==> src/rtl/pmbist_sequencer_pkg.sv <==
// Shared PMBIST definitions: sequencer state encoding, element direction
// constants and instruction-register field widths.
package pmbist_sequencer_pkg;

  // Instruction register field widths
  localparam int unsigned IR_UPDWN_W = 1;
  localparam int unsigned IR_NOPS_W  = 3;
  localparam int unsigned IR_TE_W    = 1;

  // Element direction
  localparam logic UPDWN_ASC  = 1'b0;
  localparam logic UPDWN_DESC = 1'b1;

  typedef enum logic [2:0] {
    StIdle  = 3'd0,
    StFetch = 3'd1,
    StLoad  = 3'd2,
    StExec  = 3'd3,
    StDone  = 3'd4
  } state_e;

endpackage

==> src/rtl/pmbist_addr_counter.sv <==
// Address stepper for one march element.
// Ports:
//   clk, rst  - clock, synchronous active-high reset
//   load      - start a new element: latch direction/limit, set the start address
//   updwn     - direction of the element being loaded (UPDWN_ASC / UPDWN_DESC)
//   addr_max  - last address of the memory under test (sampled on load)
//   step      - advance one address in the latched direction
//   addr      - current test address
//   at_end    - current address is the element's last one
module pmbist_addr_counter
  import pmbist_sequencer_pkg::*;
#(
  parameter int unsigned ADDR_W = 8
) (
  input  logic              clk,
  input  logic              rst,
  input  logic              load,
  input  logic              updwn,
  input  logic [ADDR_W-1:0] addr_max,
  input  logic              step,
  output logic [ADDR_W-1:0] addr,
  output logic              at_end
);

  logic [ADDR_W-1:0] addr_q;
  logic [ADDR_W-1:0] lim_q;
  logic              dir_q;

  always_ff @(posedge clk) begin
    if (rst) begin
      addr_q <= '0;
      lim_q  <= '0;
      dir_q  <= UPDWN_ASC;
    end else if (load) begin
      lim_q  <= addr_max;
      dir_q  <= updwn;
      addr_q <= (updwn == UPDWN_DESC) ? addr_max : '0;
    end else if (step && !at_end) begin
      // Never step past the end address; the element ends there instead.
      addr_q <= (dir_q == UPDWN_DESC) ? addr_q - ADDR_W'(1) : addr_q + ADDR_W'(1);
    end
  end

  assign at_end = (dir_q == UPDWN_DESC) ? (addr_q == '0) : (addr_q == lim_q);
  assign addr   = addr_q;

endmodule

==> src/rtl/pmbist_sequencer.sv <==
// Programmable memory BIST sequencer. Fetches march elements from a program
// store (1-cycle registered read) and walks each element over the address
// range, issuing (nops+1) ops per address.
// Ports:
//   clk, rst            - clock, synchronous active-high reset
//   start               - test start pulse (honoured in idle only)
//   addr_max            - last address of the memory under test
//   pc                  - program-store read address
//   instr_updwn/nops/te - fetched element fields
//   ir_hold             - low for the single cycle the instruction is loaded
//   stall               - pauses op issue while high
//   mem_addr, op_idx    - current test address and op within the element
//   op_valid            - op accepted this cycle
//   busy, done          - test in progress, one-cycle completion pulse
module pmbist_sequencer
  import pmbist_sequencer_pkg::*;
#(
  parameter int unsigned ADDR_W = 8,
  parameter int unsigned PC_W   = 4,
  parameter int unsigned OPW    = IR_NOPS_W
) (
  input  logic              clk,
  input  logic              rst,
  input  logic              start,
  input  logic [ADDR_W-1:0] addr_max,
  output logic [PC_W-1:0]   pc,
  input  logic              instr_updwn,
  input  logic [OPW-1:0]    instr_nops,
  input  logic              instr_te,
  output logic              ir_hold,
  input  logic              stall,
  output logic [ADDR_W-1:0] mem_addr,
  output logic [OPW-1:0]    op_idx,
  output logic              op_valid,
  output logic              busy,
  output logic              done
);

  state_e          state_q;
  logic [PC_W-1:0] pc_q;
  logic [OPW-1:0]  op_idx_q;
  logic [OPW-1:0]  nops_q;

  logic accept;
  logic last_op;
  logic ld_addr;
  logic step_addr;
  logic at_end;

  assign accept    = (state_q == StExec) && !stall;
  assign last_op   = (op_idx_q == nops_q);
  // A terminate instruction leaves the address untouched.
  assign ld_addr   = (state_q == StLoad) && !instr_te;
  assign step_addr = accept && last_op;

  pmbist_addr_counter #(
    .ADDR_W (ADDR_W)
  ) u_addr_counter (
    .clk      (clk),
    .rst      (rst),
    .load     (ld_addr),
    .updwn    (instr_updwn),
    .addr_max (addr_max),
    .step     (step_addr),
    .addr     (mem_addr),
    .at_end   (at_end)
  );

  always_ff @(posedge clk) begin
    if (rst) begin
      state_q  <= StIdle;
      pc_q     <= '0;
      op_idx_q <= '0;
      nops_q   <= '0;
    end else begin
      unique case (state_q)
        StIdle: begin
          if (start) begin
            pc_q    <= '0;
            state_q <= StFetch;
          end
        end
        StFetch: state_q <= StLoad;
        StLoad: begin
          nops_q   <= instr_nops;
          op_idx_q <= '0;
          state_q  <= instr_te ? StDone : StExec;
        end
        StExec: begin
          if (accept) begin
            if (!last_op) begin
              op_idx_q <= op_idx_q + OPW'(1);
            end else begin
              op_idx_q <= '0;
              if (at_end) begin
                // The last program slot ends the test rather than wrapping pc.
                if (&pc_q) begin
                  state_q <= StDone;
                end else begin
                  pc_q    <= pc_q + PC_W'(1);
                  state_q <= StFetch;
                end
              end
            end
          end
        end
        StDone:  state_q <= StIdle;
        default: state_q <= StIdle;
      endcase
    end
  end

  assign pc       = pc_q;
  assign op_idx   = op_idx_q;
  assign op_valid = accept;
  assign busy     = (state_q != StIdle);
  assign done     = (state_q == StDone);
  assign ir_hold  = (state_q != StLoad);

endmodule

==> config.mk <==
export PLATFORM = sky130hd
export DESIGN_NAME = pmbist_sequencer
export DESIGN_NICKNAME = d
export VERILOG_FILES = /design/src/rtl/pmbist_sequencer_pkg.sv /design/src/rtl/pmbist_addr_counter.sv /design/src/rtl/pmbist_sequencer.sv
export SDC_FILE = /design/constraint.sdc
export NUM_CORES = 1
export LEC_CHECK = 0
export ABC_AREA = 1
export BUFFER_PORTS_ARGS = -buffer_cell sky130_fd_sc_hd__buf_4
export CAP_MARGIN = 40
export CELL_PAD_IN_SITES_DETAIL_PLACEMENT = 1
export CELL_PAD_IN_SITES_GLOBAL_PLACEMENT = 2
export CORE_UTILIZATION = 32
export CTS_CLUSTER_DIAMETER = 80
export DETAILED_ROUTE_END_ITERATION = 7
export PLACE_DENSITY_LB_ADDON = 0.25
export SYNTH_ARGS = -nofsm -noshare
export SYNTH_HDL_FRONTEND = slang
export SYNTH_HIERARCHICAL = 1
export SYNTH_SLANG_ARGS = --single-unit
==> constraint.sdc <==
create_clock -name clk -period 4.2 [get_ports clk]
set_clock_uncertainty 0.1 [all_clocks]
set_input_delay 0.42 -clock clk [delete_from_list [all_inputs] [get_ports clk]]
set_output_delay 0.42 -clock clk [all_outputs]
set_load 0.01 [all_outputs]
# --- Word level (Yosys, flattened, before mapping) ---
# Cells that the tools add are included.
op_classes:
  addsub: 4
  n_eq_ne: 12
  n_mux: 21
  reduce_logical: 17
ops:
  columns: ["operator", "count"]
  rows:
  - ["two-way mux 8 bit", 4]
  - ["two-way mux 3 bit", 8]
  - ["two-way mux 4 bit", 5]
  - ["case mux 3 bit (4 select lines)", 1]
  - ["adder 8 x 1 -> 8 bit (second input constant)", 1]
  - ["== test 8 bit", 1]
  - ["logical NOT 8 bit", 1]
  - ["!= test 2 bit (second input constant)", 4]
  - ["case mux 4 bit (2 select lines)", 1]
  - ["AND reduction 4 bit", 2]
  - ["subtractor 8 x 1 -> 8 bit (second input constant)", 1]
  - ["== test 3 x 2 -> 1 bit (second input constant)", 2]
  - ["case mux 3 bit (2 select lines)", 1]
  - ["AND reduction 6 bit", 1]
  - ["nonzero test 2 bit", 3]
  - ["adder 4 x 1 -> 4 bit (second input constant)", 1]
  - ["logical AND 1 bit", 4]
  - ["adder 3 x 1 -> 3 bit (second input constant)", 1]
  - ["== test 3 x 1 -> 1 bit (second input constant)", 1]
  - ["== test 3 bit", 1]
  - ["== test 3 bit (second input constant)", 1]
  - ["logical NOT 1 bit", 3]
  - ["logical NOT 3 bit", 1]
  - ["!= test 3 x 2 -> 1 bit (second input constant)", 1]
  - ["4 further kinds", 4]
totals:
  reg_bits: 30
  inputBits: 17
  output_inout_bits: 19
  wordCells: 61

# --- Logic depth before layout (Yosys ltp) ---
# Gate-level depths: netlist of the first run.
depth:
  word_depth: 6
  depth_mapped: 18
  mapped_depth_nobuf: 18

# --- Cells and area by module ---
# The synthesis of the first run kept the hierarchy.
modules_own_cells:
  columns: ["module", "instances", "cells_each", "area_per_inst_um2", "seq_area_each_um2"]
  rows:
  - ["pmbist_addr_counter", 1, 200, 1256.2, 340.3]
  - ["pmbist_sequencer", 1, 115, 755.7, 260.2]

# --- Least setup slack after synthesis of the first run ---
# Ideal clock, no wire load.
synth_timing:
  path_kind: "reg-to-reg"
  startpoint: "register u_addr_counter.addr_q[0] (netlist: u_addr_counter/addr[0])"
  endpoint: "register u_addr_counter.addr_q[6] (netlist: u_addr_counter/addr[6])"
  setup_ns: 0.115
  arrival_ns: 1.723
  t_required_ns: 3.985
  slack_ns: 2.262
  stages_incl_launch_ff: 11
  path_buffers: 0
  period_less_slack_ns: 1.938
  path_cell_list: "dfxtp_1 -> inv_1 -> fa_1 -> o21ai_0 -> nand3b_1 -> nand2_1 -> nand2_1 -> nand3_1 -> nand2_1 -> a21oi_1 -> nor2_1"
synth_between:
  elab_chain_cells: 5
  word_cells_on_any_way: 11
  classes_between: "2 x add/sub; 1 x eq/ne; 4 x mux; 4 x reduce/logical"
synth_lines:
  columns: ["item", "line", "source"]
  rows:
  - ["start: declaration", "pmbist_addr_counter.sv:25", "logic [ADDR_W-1:0] addr_q;"]
  - ["start signal: assignment", "pmbist_addr_counter.sv:37", "addr_q <= (updwn == UPDWN_DESC) ? addr_max : '0;"]
  - ["start signal: assignment", "pmbist_addr_counter.sv:40", "addr_q <= (dir_q == UPDWN_DESC) ? addr_q - ADDR_W'(1) : addr_q + ADDR_W'(1);"]
  - ["parallel branches: the longest is 5 deep, another holds adder 8 x 1 -> 8 bit", null, null]
# Parallel ways; which one is timed is not known. The select of a mux whose other input is x is not followed.
# A chain may end at the register's enable or synchronous reset.

# --- Worst setup path after layout of the first run ---
layout_timing:
  startpoint: "register state_q[1]"
  endpoint: "register u_addr_counter.addr_q[4] (netlist: u_addr_counter/addr[4])"
layout_between:
  word_cells_on_any_way: 8
  classes_between: "2 x eq/ne; 1 x mux; 5 x reduce/logical"
layout_rtl:
  columns: ["item", "line", "source"]
  rows:
  - ["start: declaration", "pmbist_sequencer.sv:39", "state_e state_q;"]
  - ["start signal: assignment", "pmbist_sequencer.sv:71", "state_q <= StIdle;"]
  - ["start signal: assignment", "pmbist_sequencer.sv:80", "state_q <= StFetch;"]
  - ["start signal: assignment", "pmbist_sequencer.sv:83", "StFetch: state_q <= StLoad;"]
  - ["== test 3 x 2 -> 1 bit *", "pmbist_sequencer.sv:53", "assign ld_addr = (state_q == StLoad) && !instr_te;"]
  - ["logical AND 1 bit *", "pmbist_sequencer.sv:53", null]
  - ["via ld_addr", "pmbist_sequencer.sv:46", "logic ld_addr;"]
  - ["two-way mux 8 bit / nonzero test 2 bit (equally long branches)", null, null]
# The timed path passes the listed nets; every way through them passes the cells marked *.

==> metrics.md, run 1 <==
| Metric | Value |
|---|---|
| Outcome | finished clean |
| RSZ-0062 raised after global routing | no |
| Global Route Usage Sum | 19.0% |
| Max-slew violations | 0 |
| Top FF cell, synth | dfxtp_1 |
| Vias post-DR | 2,015 |
| Largest net degree at the start of global routing | 21 |
| Critical path capture point | u_addr_counter/addr[4] |
| R2R depth | 11 |
| GPL Wtd Cong | 0.845 |
| Max-Cap Viols | 0 |
| Tmin final | 2.47 ns |
| Clk root buf | clkbuf_8 |
| Non-Filler Instances | 427 |
| Mapped Cells | 315 |
| CTS resizes | 0 |
| CTS H-tree depth | 2 |
| Worst Tran Pin Value | 0.672 ns |
| Vias per inst | 4.72 |
| Achievable Freq | 0.405 GHz |
| Combinational family with the most area after synthesis | simple AND/OR/NAND/NOR gates |
| Crit. End Element | flip-flop |
| CTS tree | built |
| Starting density of the core | 33.6% |
| Crit-path slowest cell | inv_1 |
| Die W | 81.3 µm |
| Initial DRC count | 89 |
| DIE HEIGHT | 81.3 µm |
| Final hold viol count | 0 |
| Share of layout cells above drive strength 1 | 19.6% |
| Final Cycle Share | 58.8% |
| Final setup vio count | 0 |
| Simple-Gate Fraction of Synth Area | 39.3% |
| Core area | 0.00599 mm² |
| Syn Area/Cell | 6.39 µm² |
| First-pass GRT wire length | 9.46 mm |
| Power density over cell area | 581 mW/mm² |
| Reg2reg setup slack | 1.73 ns |
| CTS Hold Buffers Added | 0 |
| Clock Sinks | 30 |
| Adder-cell share of the synthesized area | 5.97% |
| Initial antenna violation count | 0 |
| Reg-to-reg critical path startpoint | state_q[1] |
| Drt total wl | 5.53 mm |
| Die area | 0.00661 mm² |
| Vias in the first global route | 2,040 |
| Routed WL per cell | 13.0 µm |
| Area delta synth->final | 19.5% |
| Synth Area in Compound Gates | 11.0% |
| Reg2reg end | u_addr_counter/addr[4] |
| Post-synthesis sequential area ratio | 29.9% |
| CP startpoint | state_q[1] |
| DRT antenna net count | 0 |
| Ant. Diodes | 0 |
| Post-synth EDFFs | 0 |
| IO Pins | 36 |
| Most used cell, CP | inv_1 |
| Placed Instances | 420 |
| Max clock buf depth | 2 |
| Mux cell area share after synthesis | 0% |
| Count of different cell masters after synthesis | 31 |
| VDD IR-drop max | 224 µV |
| Slew margin rel. | 55.1% |
| CP max FO | 20 |
| Clk_lat worst skew | 0.29 ns |
| Hold crit path type | input pin to flip-flop |
| Remaining DRCs | 0 |
| Setup TNS | 0 ns |
| #FFs+latches synth | 30 |
| Grt ovf | 0 |
| Netlist Area Pre-Place | 0.00201 mm² |
| Critical Path Source Type | flip-flop |
| YS warnings | 6 |
| Row Count | 28 |
| Fillers | 803 |
| Crit-path cells | inv_1 > nor3_2 > nand2_1 > inv_1 > inv_1 > nand3_1 > o21ai_0 > inv_1 > nand2_1 > nand2_1 > nor2_2 |
| Detailed placer's ending HPWL | 4.24 mm |
| Clock-pin slew on the worst setup and hold paths | 0.07 ns |
| Max incr delay on CP | 0.48 ns |
| CP required | 4.29 ns |
| Setup Fix Bufs, Post-CTS | 0 |
| Inserted Clock Buffers | 5 |
| DRT Pass-1 Iters | 4 |
| Critical path class | flip-flop to flip-flop |
| Port Buf Inserts | 35 |
| Synth Area in XOR/XNOR | 2.61% |
| Ys async rst share | 0% |
| Final #Nets | 378 |
| Pleak | 1.20 nW |
| Post-Syn Nets | 341 |
| Worst Path Arrival | 2.56 ns |
==> cell usage after synthesis, types with 3 or more instances <==
cell type,n,area share [%]
nand3_1,23,5.7
inv_2,5,0.93
buf_6,3,1.7
nor3_1,3,0.75
nor2_1,37,6.9
nand3b_1,3,1.1
dfxtp_1,30,30
nor2_2,8,2.5
nand2_1,88,16
ha_1,8,5.0
inv_1,43,8.0
xor2_1,6,2.6
o21ai_0,11,2.7
a21oi_1,24,6.0
==> through the flow <==
step	power (mW)	util, %	hold slack [ns]	worst slack, ns	instance area (µm²)
floorplan	0.971	-	0.344	2.26	2010
global placement	1.16	38.8	0.358	1.88	2330
detailed placement	1.18	38.8	0.368	1.73	2330
CTS	1.42	40.1	0.248	1.72	2400
global route	1.54	40.1	0.269	1.44	2400
finish	1.40	40.1	0.258	1.73	2400
==> flip-flops by register name, indices dropped and copies added, names as in the netlist <==
signal,cells
nops_q,3
pc,4
u_addr_counter/dir_q,1
u_addr_counter/addr,8
op_idx,3
u_addr_counter/lim_q,8
state_q,3
==> where the power goes <==
part	leakage (nW)	switching, mW	internal [mW]
logic	0.908	0.448	0.288
registers	0.244	0.0801	0.351
clock network	0.0438	0.118	0.111
total	1.20	0.647	0.750
==> routing by layer <==
metal  global-route usage (%)  up-vias  part of all wire (%)
li1                         -     1064                     -
met1                     23.0      915                    47
met2                     33.3       29                    49
met3                     3.37        7                   2.9
met4                     6.43        0                   1.3
met5                        0        -                     0
==> how the worst min path moves through the flow <==
stage             startpoint   endpoint  slack, ns  cells past startpoint
2_1_floorplan      nops_q[0]  nops_q[0]       0.34                      2
3_3_place_gp       nops_q[0]  nops_q[0]       0.36                      2
3_5_place_dp       nops_q[0]  nops_q[0]       0.37                      2
4_1_cts        instr_nops[2]  nops_q[2]       0.25                      3
5_1_grt        instr_nops[2]  nops_q[2]       0.27                      3
6_report       instr_nops[2]  nops_q[2]       0.26                      3
==> cell families after synthesis <==
| kind of cell | after synthesis |
|---|---|
| fa+ha+maj | 9 |
| compound gates | 41 |
| xor+xnor | 6 |
| buf+inv | 54 |
| simple gates | 175 |
| flops | 30 |
==> final cells by class <==
cell class | instances | area [µm²] | area share, %
clock buffer | 5 | 68.8 | 2.86
clock inverter | 2 | 10.0 | 0.416
inverter | 49 | 184 | 7.65
multi-input combinational | 231 | 1180 | 49.3
sequential | 30 | 601 | 25.0
tap | 75 | 93.8 | 3.90
timing repair buffer | 35 | 263 | 10.9
==> worst max-delay path: cells and delay by family (launching register included) <==
family | cells | cell delay, ns
and+or+nand+nor | 6 | 0.75
DFF | 1 | 0.35
buffers and inverters | 4 | 1.07
AOI/OAI and AO/OA | 1 | 0.09
==> placed cells by master, fill, tap and decap left out, types with 3 or more instances in the layout <==
cell	synthesis	routed
ha_1	8	8
inv_2	5	5
nor3_1	3	3
nand3b_1	3	3
o21ai_0	11	11
nor2_1	37	37
a21oi_1	24	24
nor2_2	8	8
nand3_1	23	23
clkbuf_8	0	5
dfxtp_1	30	30
inv_1	43	43
buf_4	0	35
nand2_1	88	88
xor2_1	6	6
Note: power is estimated with default switching activity, not from simulation.
==> run 2, diff against run 1 <==
Settings changed: ABC_AREA 1 to 0.
Clock period 4.2 ns to 2.4 ns, I/O delays scaled along.
==> metrics.md, run 2 <==
| Metric | Value |
|---|---|
| Die area | 0.00623 mm² (-5.7%) |
| Initial DRC count | 25 (-72%) |
| Slew margin rel. | 75.0% (+20 points) |
| Clock Sinks | 30 (unchanged) |
| DRT antenna net count | 0 (unchanged) |
| Crit. End Element | flip-flop |
| Synth top area share | 31.7% (+1.9 points) |
| Non-Filler Instances | 356 (-17%) |
| Critical path class | flip-flop to flip-flop |
| Global Route Usage Sum | 18.5% (-0.51 points) |
| Worst Tran Pin Value | 0.375 ns (-0.297 ns) |
| Reg2reg end | pc[3] |
| Vias in the first global route | 1,887 (-7.5%) |
| First-pass GRT wire length | 8.98 mm (-5.1%) |
| Routed WL per cell | 15.2 µm (+17%) |
| Post-Syn Nets | 249 (-27%) |
| Syn Area/Cell | 8.49 µm² (+33%) |
| Critical Path Source Type | flip-flop |
| Ant. Diodes | 0 (unchanged) |
| Pleak | 1.07 nW (-10%) |
| Final Cell Area | 0.00256 mm² (+6.5%) |
| Core area | 0.00561 mm² (-6.4%) |
| Starting density of the core | 33.8% (+0.20 points) |
| Critical path capture point | pc[3] |
| Power density over cell area | 484 mW/mm² (-17%) |
| R2R depth | 9 (-2) |
| Area leader, netlist | dfxtp_1 |
| Clk_lat worst skew | 0.28 ns (about the same) |
| Total power | 1.24 mW (-11%) |
| IO Pins | 36 (unchanged) |
| Post-synth EDFFs | 0 (unchanged) |
| Final setup vio count | 0 (unchanged) |
| Vias post-DR | 1,844 (-8.5%) |
| Top FF cell, synth | dfxtp_1 |
| CTS tree | built |
| Sequential cell area | 603 µm² (+0.42%) |
| Final #Nets | 309 (-18%) |
| Worst Path Arrival | 2.50 ns (-0.06 ns) |
| Placed Instances | 343 (-18%) |
| Cell Area, Placed | 0.00238 mm² (+2.2%) |
| CP startpoint | u_addr_counter/lim_q[7] |
| Fin util | 45.6% (+5.5 points) |
| VDD IR-drop max | 202 µV (-9.7%) |
| Row Count | 27 (-3.6%) |
| Max-slew violations | 0 (unchanged) |
| GPL Wtd Cong | 0.722 (-15%) |
| Clock-pin slew on the worst setup and hold paths | 0.07 ns (about the same) |
| Clk root buf | clkbuf_8 |
| Vias per inst | 5.18 (+9.8%) |
| Area contributors post-synth | dfxtp_1, nor2_1, ha_1 |
| Drt total wl | 5.40 mm (-2.4%) |
| Mapped Cells | 223 (-29%) |
| Initial antenna violation count | 0 (unchanged) |
| CTS H-tree depth | 2 (unchanged) |
| Min Hold Slack | 0.104 ns (-0.154 ns) |
| Most frequent cells in the layout | buf_4, nor2_1, dfxtp_1 |
| Port Buf Inserts | 35 (unchanged) |
| Achievable Freq | 0.419 GHz (+3.5%) |
| Final Cycle Share | 99.5% (+41 points) |
| Die W | 78.9 µm (-2.9%) |
| Hold crit path type | input pin to flip-flop |
| Tmin final | 2.39 ns (-0.0828 ns) |
| CP max FO | 7 (-65%) |
| Count of different cell masters after synthesis | 54 (+74%) |
| Ys async rst share | 0% (unchanged) |
| Share of layout cells above drive strength 1 | 34.5% (+15 points) |
| Remaining DRCs | 0 (unchanged) |
| Outcome | finished clean |
| CP required | 2.51 ns (-1.78 ns) |
| Max clock buf depth | 2 (unchanged) |
| DIE HEIGHT | 78.9 µm (-2.9%) |
| CTS Hold Buffers Added | 0 (unchanged) |
| Max-Cap Viols | 0 (unchanged) |
| YS warnings | 6 (unchanged) |
| Most frequent cells after synthesis | nor2_1, dfxtp_1, nand2_1 |
| Netlist Area Pre-Place | 0.00189 mm² (-5.8%) |
| Final hold viol count | 0 (unchanged) |
| Inserted Clock Buffers | 5 (unchanged) |
| RSZ-0062 raised after global routing | yes |
| Most frequent cell after synthesis | nor2_1 |
| Area delta synth->final | 35.1% |
| Detailed placer's ending HPWL | 4.09 mm (-3.6%) |
| Reg2reg setup slack | 0.01 ns (-1.72 ns) |
| Hold path startpoint | addr_max[1] |
| Fillers | 685 (-15%) |
| #FFs+latches synth | 30 (unchanged) |
| Largest net degree at the start of global routing | 31 (+48%) |
| Area of the multi-input gates | 0.00125 mm² (+5.9%) |
| Most common cell after layout, fill and taps aside | buf_4 |
| Post-synthesis sequential area ratio | 31.7% (+1.9 points) |
| Reg-to-reg critical path startpoint | u_addr_counter/lim_q[7] |
| Grt ovf | 0 (unchanged) |
| DRT Pass-1 Iters | 4 (unchanged) |
## run 2: cell types whose count changed in the layout (fill, tap and decap cells not counted), sizes merged, moves of 6 or more
cell and change:
mux2i +10, a211oi +8, inv -40, nor2 -16
buf +27, nor3b +6, a21oi -8, nand3 -19
nand2 -74
## run 2: how the worst min path moves through the flow
stage | slack, ns | end | cells after the start
floorplan | 0.21 | state_q[0] | 1
global placement | 0.36 | nops_q[2] | 2
detailed placement | 0.37 | nops_q[0] | 2
CTS | 0.1 | u_addr_counter/lim_q[0] | 3
global route | 0.11 | u_addr_counter/lim_q[0] | 3
finish | 0.10 | u_addr_counter/lim_q[1] | 3
## run 2: worst max-delay path, stage by stage (launching register included)
cell and delay (ns):
dfxtp_2 0.33, xor2_2 0.18, nor4_4 0.27, nand2_1 0.09, o21ai_1 0.11, nor2b_1 0.13, nand4_1 0.16, a211o_4 0.41
or4_4 0.42, a21oi_2 0.12
## run 2: where the power goes
| group | leakage [nW] | switching (mW) | internal, mW | total (mW) |
|---|---|---|---|---|
| Sequential | 0.243 | 0.0145 | 0.514 | 0.529 |
| Clock | 0.0482 | 0.187 | 0.231 | 0.418 |
| Combinational | 0.781 | 0.146 | 0.146 | 0.292 |
| Total | 1.07 | 0.348 | 0.891 | 1.24 |
## run 2: cell families (layout without fill, tap and decap cells)
family,after synthesis,count (layout),share of synthesized area (%)
buffers and inverters,17,78,4.49
adder cells (fa/ha/maj),9,9,6.34
AO/OA/AOI/OAI,54,54,20.7
multiplexers,10,10,5.28
flip-flops,30,30,31.7
AND/OR/NAND/NOR,91,91,25.9
XOR/XNOR,12,12,5.55
## run 2: stage by stage
| step | setup slack [ns] | setup TNS (ns) |
|---|---|---|
| 4_1_cts | -0.0522 | -0.127 |
| 3_3_place_gp | -0.0854 | -0.132 |
| 5_1_grt | -0.149 | -0.311 |
| 6_report | 0.0130 | 0 |
| 3_5_place_dp | -0.173 | -0.360 |
| 2_1_floorplan | 0.0211 | 0 |
## run 2: timing repair
item                                    4_1_cts  5_1_grt
gates resized for setup                       3        7
gates cloned                                  0        0
endpoints found under the setup margin        4        5
buffers inserted                              2        3
pin swaps                                     6        6
## run 2: layer usage
metal  share of wire [%]  vias up  global-route usage [%]
met5                   0        -                       0
li1                    -      927                       -
met1                  44      884                    21.8
met3                 2.8        6                    3.10
met2                  52       27                    33.5
met4                 1.4        0                    6.55
## run 2: area by class of cell
| class | count | area share (%) |
|---|---|---|
| timing repair buffer | 62 | 19.2 |
| sequential | 30 | 23.6 |
| clock inverter | 1 | 0.196 |
| multi-input combinational | 176 | 49.0 |
| tap | 72 | 3.52 |
| inverter | 8 | 1.17 |
| clock buffer | 7 | 3.37 |
==> run 3, diff against run 2 <==
Settings changed: ABC_AREA 0 to 1, CORE_UTILIZATION 32 to 29.
==> metrics.md, run 3 (synthesized netlist as in run 1, its figures left out) <==
| Metric | Value |
|---|---|
| Row Count | 29 (+7.4%) |
| Max-slew violations | 0 (unchanged) |
| Max-Cap Viols | 0 (unchanged) |
| Clk root buf | clkbuf_8 |
| Outcome | finished clean |
| Setup TNS | 0 ns (unchanged) |
| Worst Tran Pin Value | 0.733 ns (+0.358 ns) |
| CTS Hold Buffers Added | 0 (unchanged) |
| Largest net degree at the start of global routing | 21 (-32%) |
| Clk_lat worst skew | 0.29 ns (about the same) |
| CP max FO | 7 (unchanged) |
| Clock-pin slew on the worst setup and hold paths | 0.07 ns (about the same) |
| Drt total wl | 5.77 mm (+6.9%) |
| Setup Fix Bufs, Post-CTS | 0 (-2) |
| First-pass GRT wire length | 9.67 mm (+7.8%) |
| DIE HEIGHT | 85.3 µm (+8.0%) |
| Inserted Clock Buffers | 5 (unchanged) |
| Total power | 2.52 mW (+100%) |
| CTS tree | built |
| Fin util | 37.5% (-8.1 points) |
| CP required | 2.48 ns (-0.03 ns) |
| Max clock buf depth | 2 (unchanged) |
| VDD IR-drop max | 451 µV (+120%) |
| Final hold viol count | 0 (unchanged) |
| Vias per inst | 4.75 (-8.3%) |
| DRT Pass-1 Iters | 3 (-1) |
| DRT antenna net count | 0 (unchanged) |
| Pleak | 1.22 nW (+14%) |
| Share of layout cells above drive strength 1 | 20.4% (-14 points) |
| Critical Path Source Type | flip-flop |
| Initial DRC count | 28 (+12%) |
| Ant. Diodes | 0 (unchanged) |
| Remaining DRCs | 0 (unchanged) |
| Routed WL per cell | 13.3 µm (-12%) |
| Clock Sinks | 30 (unchanged) |
| Die W | 85.3 µm (+8.0%) |
| Area delta synth->final | 21.8% |
| Crit. End Element | flip-flop |
| Vias in the first global route | 2,033 (+7.7%) |
| IO Pins | 36 (unchanged) |
| Most common cell after layout, fill and taps aside | nand2_1 |
| RSZ-0062 raised after global routing | no |
| Initial antenna violation count | 0 (unchanged) |
| Final #Nets | 382 (+24%) |
| Final setup vio count | 0 (unchanged) |
| Vias post-DR | 2,062 (+12%) |
| Die area | 0.00727 mm² (+17%) |
| Final Cycle Share | 87.3% (-12 points) |
| Tmin final | 2.10 ns (-0.291 ns) |
| Core area | 0.00653 mm² (+16%) |
| Slew margin rel. | 51.1% (-24 points) |
| Most frequent cells in the layout | nand2_1, inv_1, buf_4 |
| Achievable Freq | 0.477 GHz (+14%) |
| Starting density of the core | 30.8% (-3.0 points) |
| Power density over cell area | 1030 mW/mm² (+110%) |
| Worst Path Arrival | 2.18 ns (-0.32 ns) |
| Detailed placer's ending HPWL | 4.53 mm (+11%) |
| GPL Wtd Cong | 0.765 (+5.9%) |
| CTS resizes | 0 (-3) |
| Critical path class | flip-flop to flip-flop |
| Port Buf Inserts | 35 (unchanged) |
| Grt ovf | 0 (unchanged) |
| Hold crit path type | input pin to flip-flop |
| Global Route Usage Sum | 17.0% (-1.5 points) |
| CTS H-tree depth | 2 (unchanged) |
run 3: layout make-up:
| cell class | instances | area [µm²] |
|---|---|---|
| inverter | 49 | 184 |
| clock inverter | 1 | 5.00 |
| tap | 77 | 96.3 |
| timing repair buffer | 39 | 293 |
| multi-input combinational | 231 | 1180 |
| fill | 867 | 4080 |
| clock buffer | 7 | 86.3 |
| sequential | 30 | 601 |
run 3: report_power, final:
part | internal [mW] | leakage [nW] | total (mW) | switching [mW]
sequential | 0.615 | 0.244 | 0.750 | 0.135
combinational | 0.527 | 0.929 | 1.33 | 0.804
clock | 0.231 | 0.0482 | 0.439 | 0.207
total | 1.37 | 1.22 | 2.52 | 1.15
run 3: worst max-delay path: stages, from the launching register on:
cell	delay, ns
dfxtp_1	0.43
inv_1	0.11
fa_1	0.48
o21ai_0	0.32
nand3b_1	0.14
nand2_1	0.08
nand2_1	0.04
nand3_1	0.06
nand2_1	0.06
a21oi_1	0.11
nor2_1	0.06
run 3: worst paths after layout:
kind	from	endpoint	slack, ns	cells after the start
worst max-delay path	u_addr_counter/addr[0]	u_addr_counter/addr[6]	0.30	10
worst min-delay path	instr_nops[2]	nops_q[2]	0.08	3
worst max register to register	u_addr_counter/addr[0]	u_addr_counter/addr[6]	0.30	10
worst min register to register	u_addr_counter/lim_q[1]	u_addr_counter/lim_q[1]	0.38	2
run 3: metal layers:
layer | part of all wire [%] | wire length, µm | vias to the layer above | global-route usage [%]
li1 | - | - | 1069 | -
met1 | 48 | 2790 | 963 | 21.6
met2 | 48 | 2770 | 23 | 29.3
met3 | 2.4 | 137 | 7 | 2.82
met4 | 1.2 | 68 | 0 | 5.45
met5 | 0 | 0 | - | 0
run 3: per-stage QoR:
stage	hold slack [ns]	cell area (µm²)	cells	worst slack (ns)
after detailed placement	0.371	2360	426	0.308
after floorplan	0.209	2010	315	0.462
after global routing	0.0973	2450	434	0.0805
final	0.0812	2450	434	0.304
after CTS	0.0774	2450	434	0.296
after global placement	0.362	2360	426	0.363
